<file path="src/rtl/timer.sv">
// Free-running elapsed-tick timer: a prescaler divides enabled clock cycles,
// and each prescaler rollover advances a 27-bit wrapping time register.
module timer #(
  parameter int unsigned PRESCALE  = 1,
  parameter logic [26:0] MAX_COUNT = 27'h7FF_FFFF
) (
  input  logic        clk,
  input  logic        reset,
  input  logic        toggle,
  output logic [26:0] out_time
);

  localparam int unsigned PW = (PRESCALE > 1) ? $clog2(PRESCALE) : 1;
  localparam logic [PW-1:0] PRE_LAST = PW'(PRESCALE - 1);

  logic [PW-1:0] pre_cnt;
  logic          tick;

  // With PRESCALE=1 the counter is pinned at 0, so every enabled edge ticks.
  assign tick = (pre_cnt == PRE_LAST);

  always_ff @(posedge clk or posedge reset) begin
    if (reset) begin
      pre_cnt  <= '0;
      out_time <= '0;
    end else if (toggle) begin
      if (tick) begin
        pre_cnt  <= '0;
        out_time <= (out_time == MAX_COUNT) ? '0 : out_time + 27'd1;
      end else begin
        pre_cnt <= pre_cnt + PW'(1);
      end
    end
  end

endmodule

</file>
<file path="config.mk">
export PLATFORM = sky130hd
export DESIGN_NAME = timer
export DESIGN_NICKNAME = d
export VERILOG_FILES = /design/src/rtl/timer.sv
export SDC_FILE = /design/constraint.sdc
export NUM_CORES = 1
export LEC_CHECK = 0
export CORE_ASPECT_RATIO = 1.25
export CORE_MARGIN = 8
export CORE_UTILIZATION = 40
export CTS_CLUSTER_SIZE = 16
export DETAILED_ROUTE_END_ITERATION = 16
export MAX_ROUTING_LAYER = met4
export PLACE_DENSITY_LB_ADDON = 0.15
export REMOVE_ABC_BUFFERS = 1
export SLEW_MARGIN = 15
export SYNTH_ARGS = -nofsm -noshare
export SYNTH_HDL_FRONTEND = slang
export SYNTH_SLANG_ARGS = --single-unit
</file>
<file path="constraint.sdc">
create_clock -name clk -period 5.1 [get_ports clk]
set_input_delay 0.51 -clock clk [delete_from_list [all_inputs] [get_ports clk]]
set_output_delay 0.51 -clock clk [all_outputs]
set_load 0.005 [all_outputs]
</file>
==> run metrics, run 1 <==
outcome complete, no violations; vias in the first global route 1171; flop2flop setup slack 3050 ps; vias per cell 5.67; Reg clk slew, reported paths 90 ps; clk sinks 27; Startpoint Class primary input; period utilization 44.3%; Final #Nets 172; port bufs 29; largest registers out_time (27); Post-synth EDFFs 0; Initial DRT Pass Iterations 4; clk_skew 2.90 ps; Initial Util 40.7%; Fill cells 331; final setup violation count 0; critical path capture point type flop; initial antenna violation count 0; RSZ-0062 raised after global routing false; initial detailed-routing violation count 55; Synth top area share 48.5%; DR vias 1168; Die Span Y 82 um; synthesized area 1390 sq um; first-pass GRT wire length 5.37 mm; Die Area 5640 sq um; Final GP Congestion 0.878; chip width 68.8 um; Clock H-tree levels 1; cell chosen for the clock root clkbuf_8; final hold vios 0; largest family of logic cells by synthesized area simple AND/OR/NAND/NOR gates; layout cells sized above 1 2.99%; Ys Warns 0; Syn Inst Count 139; VDD IR max 0.186 mV; Area contributors post-synth dfrtp_1 (48%), xor2_1 (6.3%), and4_1 (4.4%); antenna cell count 0; Static Leak 0.709 nW; max reg flops 27; Synth Area per Inst 10.0 sq um; distinct cell type count after synthesis 32; drt drc 0; Worst Hold Path Cells 1; DP Area 1700 sq um; hold crit path type reg2reg; Reg2Reg Depth 3; RR Endpoint out_time[21]; Total Routing Usage GR 12.4%; Required @ worst endpoint 5290 ps; Fmax 443 MHz; hold endpoint out_time[12]; R2R Path Start out_time[3]; worst setup path class in2reg; setup TNS 0 ps; Post-Synth XOR/XNOR Area 10.7%; largest area contributor in the netlist dfrtp_1; multiplexer share of the synthesized area 0%; remaining global-route overflow 0; CTS Hold Buffers Added 0; hpwl dp 2.30 mm; Slew headroom 34.9%; asr flop ratio synth 100%; synthesis-to-layout area growth 25.0%; WL final 3.27 mm; Synth Register Bits 27; I/O pin count 30; design area 1740 sq um; Top FF cell, synth dfrtp_1; Simple-Gate Fraction of Synth Area 27.5%; post_cts resized 0; power density cells 274 nW/um^2; max-cap check violation count 0; post-CTS setup buffers 0; hold_sp out_time[12]; CTS tree done; Final min period 2260 ps; number of placement rows 24; measured slew at the worst slew-check pin 970 ps; Most flops, register out_time; Worst-Skew Late Latency 270 ps; Final Max Tran Viols 0; routed len/inst 15.9 um; Max FO, Critical Path 10; Antenna Nets Post-Route 0; sequential share of the synthesized area 48.5%; core area 3420 sq um; most numerous cell in the Yosys netlist dfrtp_1; CTS Buffer Depth 2; Worst EP arrival 2450 ps; Post-Synth Adder-Cell Area 0.898%; largest net degree at the start of global routing 28; Synth Area in Compound Gates 9.16%; Synth top cells by count dfrtp_1 (27), nand2_1 (15), nand3_1 (11); clock buffers created by TritonCTS 3
[cell usage in the layout, fill, tap and decap left out, drive strengths merged]
cell            n
nand2b          1
and2            1
o31ai           3
nor4            2
nand2          15
and4            7
o311ai          1
nor2            7
o21ai           6
o2bb2ai         1
o21a            1
dfrtp          27
ha              1
o31a            1
nand4           6
nand3          11
nor3            6
xnor2           7
a21oi           5
clkinv          1
and3            2
clkdlybuf4s50  29
inv             2
clkbuf          4
or4             4
or3             3
xor2           10
or4b            1
o22a            1
o211ai          1
[critical path, stage by stage]
cell and delay, ps:
clkdlybuf4s50_1 570, and4_1 400, nand2_1 270, or4_1 530
a21oi_1 170
[final cells by class]
cell class / count / area [sq um] / share of cell area (%)
flip-flops and latches: 27 / 676 / 38.8
multi-input cells: 104 / 672 / 38.5
repair buffers: 29 / 290 / 16.7
well taps: 39 / 48.8 / 2.80
clock buffers: 4 / 45.0 / 2.58
inverters: 3 / 11.3 / 0.646
[worst max path at each step]
stage | start | depth (start not counted) | end
after floorplan | out_time[4] | 4 | out_time[26]
after global placement | toggle | 4 | out_time[21]
after detailed placement | toggle | 5 | out_time[23]
after CTS | toggle | 4 | out_time[21]
after global routing | toggle | 5 | out_time[23]
final | toggle | 5 | out_time[23]
[per-stage QoR]
stage	cells	total power, mW	hold WS [ps]	worst slack, ps	util, %
after floorplan	134	0.303	478	3320	-
final	206	0.477	501	2840	50.9
after CTS	206	0.481	504	2870	50.9
after global placement	202	0.358	481	2640	49.6
after global routing	206	0.503	516	2720	50.9
after detailed placement	202	0.362	486	2600	49.6
[kinds of logic after synthesis]
family | Yosys count
fa+ha+maj | 1
flops | 27
xor+xnor | 17
compound gates | 20
buf+inv | 8
simple gates | 66
[layer usage]
metal	part of all wire, %	vias up	routed length (um)	GRT usage, %
met4	0.83	0	27	4.63
met3	6.6	5	215	3.14
met5	0	-	0	-
li1	-	566	-	-
met1	44	565	1440	14.3
met2	49	32	1590	20.2
[report_power, final]
group | total (mW) | switching (mW) | internal [mW]
clock | 0.121 | 0.0652 | 0.0559
combinational | 0.0850 | 0.0323 | 0.0527
sequential | 0.271 | 0.0376 | 0.234
(Power assumes the default switching activity.)
==> run 2: changes to the inputs <==
- clock period: 5.1 -> 2.2 ns (I/O delays scaled with it)
==> run 2 against run 1 <==
Compared with the run above: global-route usage is 0.36 points higher; die area stayed put; flip-flop and latch count stayed put; sequential share of layout area is 1.1 points lower; critical path type is now reg2reg; largest cell class unchanged.
==> run metrics, run 2 (synthesized netlist as in run 1, its figures left out) <==
vias in the first global route 1142; dpl cells 209; largest registers out_time (27); Final Max Tran Viols 0; final setup violation count 0; layout cells sized above 1 6.90%; post-CTS setup buffers 0; final hold vios 0; Required @ worst endpoint 2350 ps; Final min period 1900 ps; Antenna Nets Post-Route 0; Worst-Skew Late Latency 260 ps; synthesis-to-layout area growth 28.8%; filler-free cell count of the finished design 213; setup TNS 0 ps; CTS Hold Buffers Added 0; initial detailed-routing violation count 97; I/O pin count 30; Worst EP arrival 2050 ps; commonest non-fill, non-tap cell in the layout clkdlybuf4s50_1; number of placement rows 24; routed len/inst 15.2 um; largest net degree at the start of global routing 28; Static Leak 0.747 nW; clock buffers created by TritonCTS 3; Die Area 5640 sq um; port bufs 29; Max FO, Critical Path 13; worst setup path class reg2reg; Initial Util 40.7%; remaining global-route overflow 0; Fill cells 328; chip width 68.8 um; Slew headroom 76.8%; RSZ-0062 raised after global routing false; measured slew at the worst slew-check pin 347 ps; CTS tree done; WL final 3.23 mm; initial antenna violation count 0; drt drc 0; vias per cell 5.48; first-pass GRT wire length 5.53 mm; Final #Nets 179; R2R Path Start out_time[4]; Clock H-tree levels 1; post_cts resized 0; hold crit path type in2async; max reg flops 27; outcome complete, no violations; DR vias 1168; CTS Buffer Depth 2; Most flops, register out_time; critical path capture point type flop; core area 3420 sq um; Startpoint Class flop; Reg2Reg Depth 4; Fmax 527 MHz; Reg clk slew, reported paths 90 ps; cell chosen for the clock root clkbuf_8; VDD IR max 0.368 mV; antenna cell count 0; period utilization 86.2%; Total Routing Usage GR 12.8%; power density cells 626 nW/um^2; Final GP Congestion 0.853; clk_skew 2.08 ps; most frequent cells in the layout clkdlybuf4s50_1 (29), dfrtp_1 (27), nand2_1 (15), nand3_1 (11), xor2_1 (10); Die Span Y 82 um; clk sinks 27; max-cap check violation count 0; CP startpoint out_time[4]; Initial DRT Pass Iterations 4; hpwl dp 2.44 mm
-- run 2: through the flow --
step | power, mW | setup WS, ps | area [sq um] | hold slack, ps | utilization (%)
2_1_floorplan | 0.702 | 421 | 1360 | 273 | -
3_3_place_gp | 0.856 | 290 | 1750 | 482 | 51.1
3_5_place_dp | 0.863 | 229 | 1750 | 480 | 51.1
4_1_cts | 1.14 | 277 | 1800 | 315 | 52.4
5_1_grt | 1.19 | 192 | 1800 | 360 | 52.4
6_report | 1.12 | 303 | 1800 | 307 | 52.4
-- run 2: cell type report --
cell class                      instances  area, sq um  share of cell area (%)
Sequential cell                        27          676                    37.6
Multi-Input combinational cell        104          672                    37.4
Timing Repair Buffer                   36          343                    19.1
Tap cell                               39         48.8                    2.72
Clock buffer                            4         45.0                    2.51
Inverter                                3         11.3                   0.627
-- run 2: where the power goes --
group	internal [mW]	total (mW)	leakage, nW	switching (mW)
logic	0.139	0.237	0.369	0.0981
clock network	0.129	0.276	0.0228	0.146
registers	0.542	0.612	0.355	0.0696
-- run 2: critical path, cell delays in order, from the launching register on --
cell,delay (ps)
dfrtp_1,440
and4_1,360
nand4_4,240
or4b_1,580
xnor2_1,150
-- run 2: path summary, 6_finish.rpt --
kind	endpoint	slack (ps)
min reg2reg	out_time[12]	500
min	out_time[6]	310
min in group clk	out_time[12]	500
max	out_time[26]	300
max reg2reg	out_time[26]	300
max in group asynchronous	out_time[20]	1640
-- run 2: per-layer routing --
| metal | GRT usage [%] | up-vias | share of wire, % | routed length, um |
|---|---|---|---|---|
| li1 | - | 580 | - | - |
| met1 | 15.6 | 564 | 44 | 1410 |
| met2 | 21.7 | 22 | 51 | 1650 |
| met3 | 1.64 | 2 | 4.5 | 145 |
| met4 | 3.02 | 0 | 0.59 | 19 |
| met5 | - | - | 0 | 0 |
==> run 3: changes to the inputs <==
- CORE_ASPECT_RATIO: 1.25 -> unset
- SLEW_MARGIN: 15 -> unset
==> run 3 against run 2 <==
Compared with the run above: critical path depth did not move; non-clock buffer count down 2; final cell count increased by 2.3%; worst hold slack worse by 79 ps; first-iteration DRC count is the same; routed wire length grew 0.90%; clock-buffer cell count is the same; combinational power decreased by 14%; global-route usage increased by 0.37 points; clock skew grew 0.93 ps; critical path type unchanged; largest power group unchanged.
==> run metrics, run 3 (synthesized netlist as in run 1, its figures left out) <==
routed len/inst 14.9 um; post-CTS setup buffers 0; power density cells 597 nW/um^2; Final #Nets 177; largest registers out_time (27); final hold vios 0; clk_skew 3.01 ps; max incr delay on CP 600 ps; Final Max Tran Viols 0; clk sinks 27; Total Routing Usage GR 13.2%; number of placement rows 21; largest net degree at the start of global routing 28; I/O pin count 30; max reg flops 27; Clock H-tree levels 1; slowest stage cell, crit path or4b_1; CTS Buffer Depth 2; Die Area 5630 sq um; Slew headroom 75.4%; setup TNS 0 ps; initial detailed-routing violation count 97; Fill cells 316; Fmax 512 MHz; drt drc 0; Worst-Skew Late Latency 340 ps; Multi-input gate area 672 sq um; VDD IR max 0.275 mV; remaining global-route overflow 0; critical path capture point type flop; Final min period 1950 ps; post_cts resized 0; initial antenna violation count 0; Die Span Y 75.0 um; commonest non-fill, non-tap cell in the layout clkdlybuf4s50_1; register area 676 sq um; CTS Hold Buffers Added 0; period utilization 88.9%; CTS tree done; Antenna Nets Post-Route 0; buffers plus inverters on the worst setup path 0; vias per cell 5.44; core area 3340 sq um; Required @ worst endpoint 2440 ps; clock buffers created by TritonCTS 3; final setup violation count 0; vias in the first global route 1159; Initial Util 41.8%; Most flops, register out_time; outcome complete, no violations; measured slew at the worst slew-check pin 368 ps; port bufs 29; synthesis-to-layout area growth 27.0%; Startpoint Class flop; critical path's top delay family simple AND/OR/NAND/NOR gates; Worst EP arrival 2200 ps; Reg clk slew, reported paths 150 ps; hold crit path type in2async; Final GP Congestion 0.809; Max FO, Critical Path 20; Final Power 1.06 mW; layout cells sized above 1 5.81%; chip width 75.0 um; antenna cell count 0; worst setup path class reg2reg; hpwl dp 2.39 mm; crit-path cells and4_1 > nand4_4 > or4b_1 > xnor2_1; Static Leak 0.729 nW; first-pass GRT wire length 5.58 mm; DR vias 1185; cell chosen for the clock root clkbuf_4; RSZ-0062 raised after global routing false; max-cap check violation count 0; most frequent cells in the layout clkdlybuf4s50_1 (29), dfrtp_1 (27), nand2_1 (15), nand3_1 (11), xor2_1 (10); WL final 3.26 mm; Initial DRT Pass Iterations 5
-- run 3: power by group --
| group | leakage, nW | switching (mW) | internal (mW) |
|---|---|---|---|
| Combinational | 0.359 | 0.0757 | 0.129 |
| Clock | 0.0150 | 0.154 | 0.0714 |
| Sequential | 0.355 | 0.0856 | 0.542 |
-- run 3: layout make-up --
cell class	instances	area share, %
Tap cell	46	3.25
Clock buffer	4	1.48
Timing Repair Buffer	34	18.5
Multi-Input combinational cell	104	38.0
Inverter	3	0.636
Sequential cell	27	38.2
-- run 3: worst register-to-register path, stage by stage, from the launching register on --
cell and delay, ps:
dfrtp_1 460, and4_1 360, nand4_4 300, or4b_1 600, xnor2_1 140
-- run 3: worst paths after layout --
path	startpoint	to	slack, ps	cells past startpoint
max	out_time[4]	out_time[26]	250	4
min in group clk	out_time[12]	out_time[12]	490	1
max in group asynchronous	reset	out_time[1]	1720	3
min reg2reg	out_time[12]	out_time[12]	490	1
min	reset	out_time[14]	230	3
max reg2reg	out_time[4]	out_time[26]	250	4
-- run 3: metrics by stage --
step | setup slack, ps | utilization [%] | cells | cell area (sq um) | hold WS, ps
after global routing | 118 | 53.1 | 218 | 1770 | 258
after floorplan | 421 | - | 134 | 1360 | 273
after detailed placement | 237 | 52.3 | 214 | 1740 | 477
final | 245 | 53.1 | 218 | 1770 | 227
after global placement | 278 | 52.3 | 214 | 1740 | 477
after CTS | 235 | 53.1 | 218 | 1770 | 246
-- run 3: per-layer routing --
metal  GRT usage (%)  wire length [um]  vias to the layer above
met2            19.8              1490                       29
met3            2.40               196                        5
met1            16.6              1520                      575
li1                -                 -                      576
met4            6.30                58                        0
met5               -                 0                        -
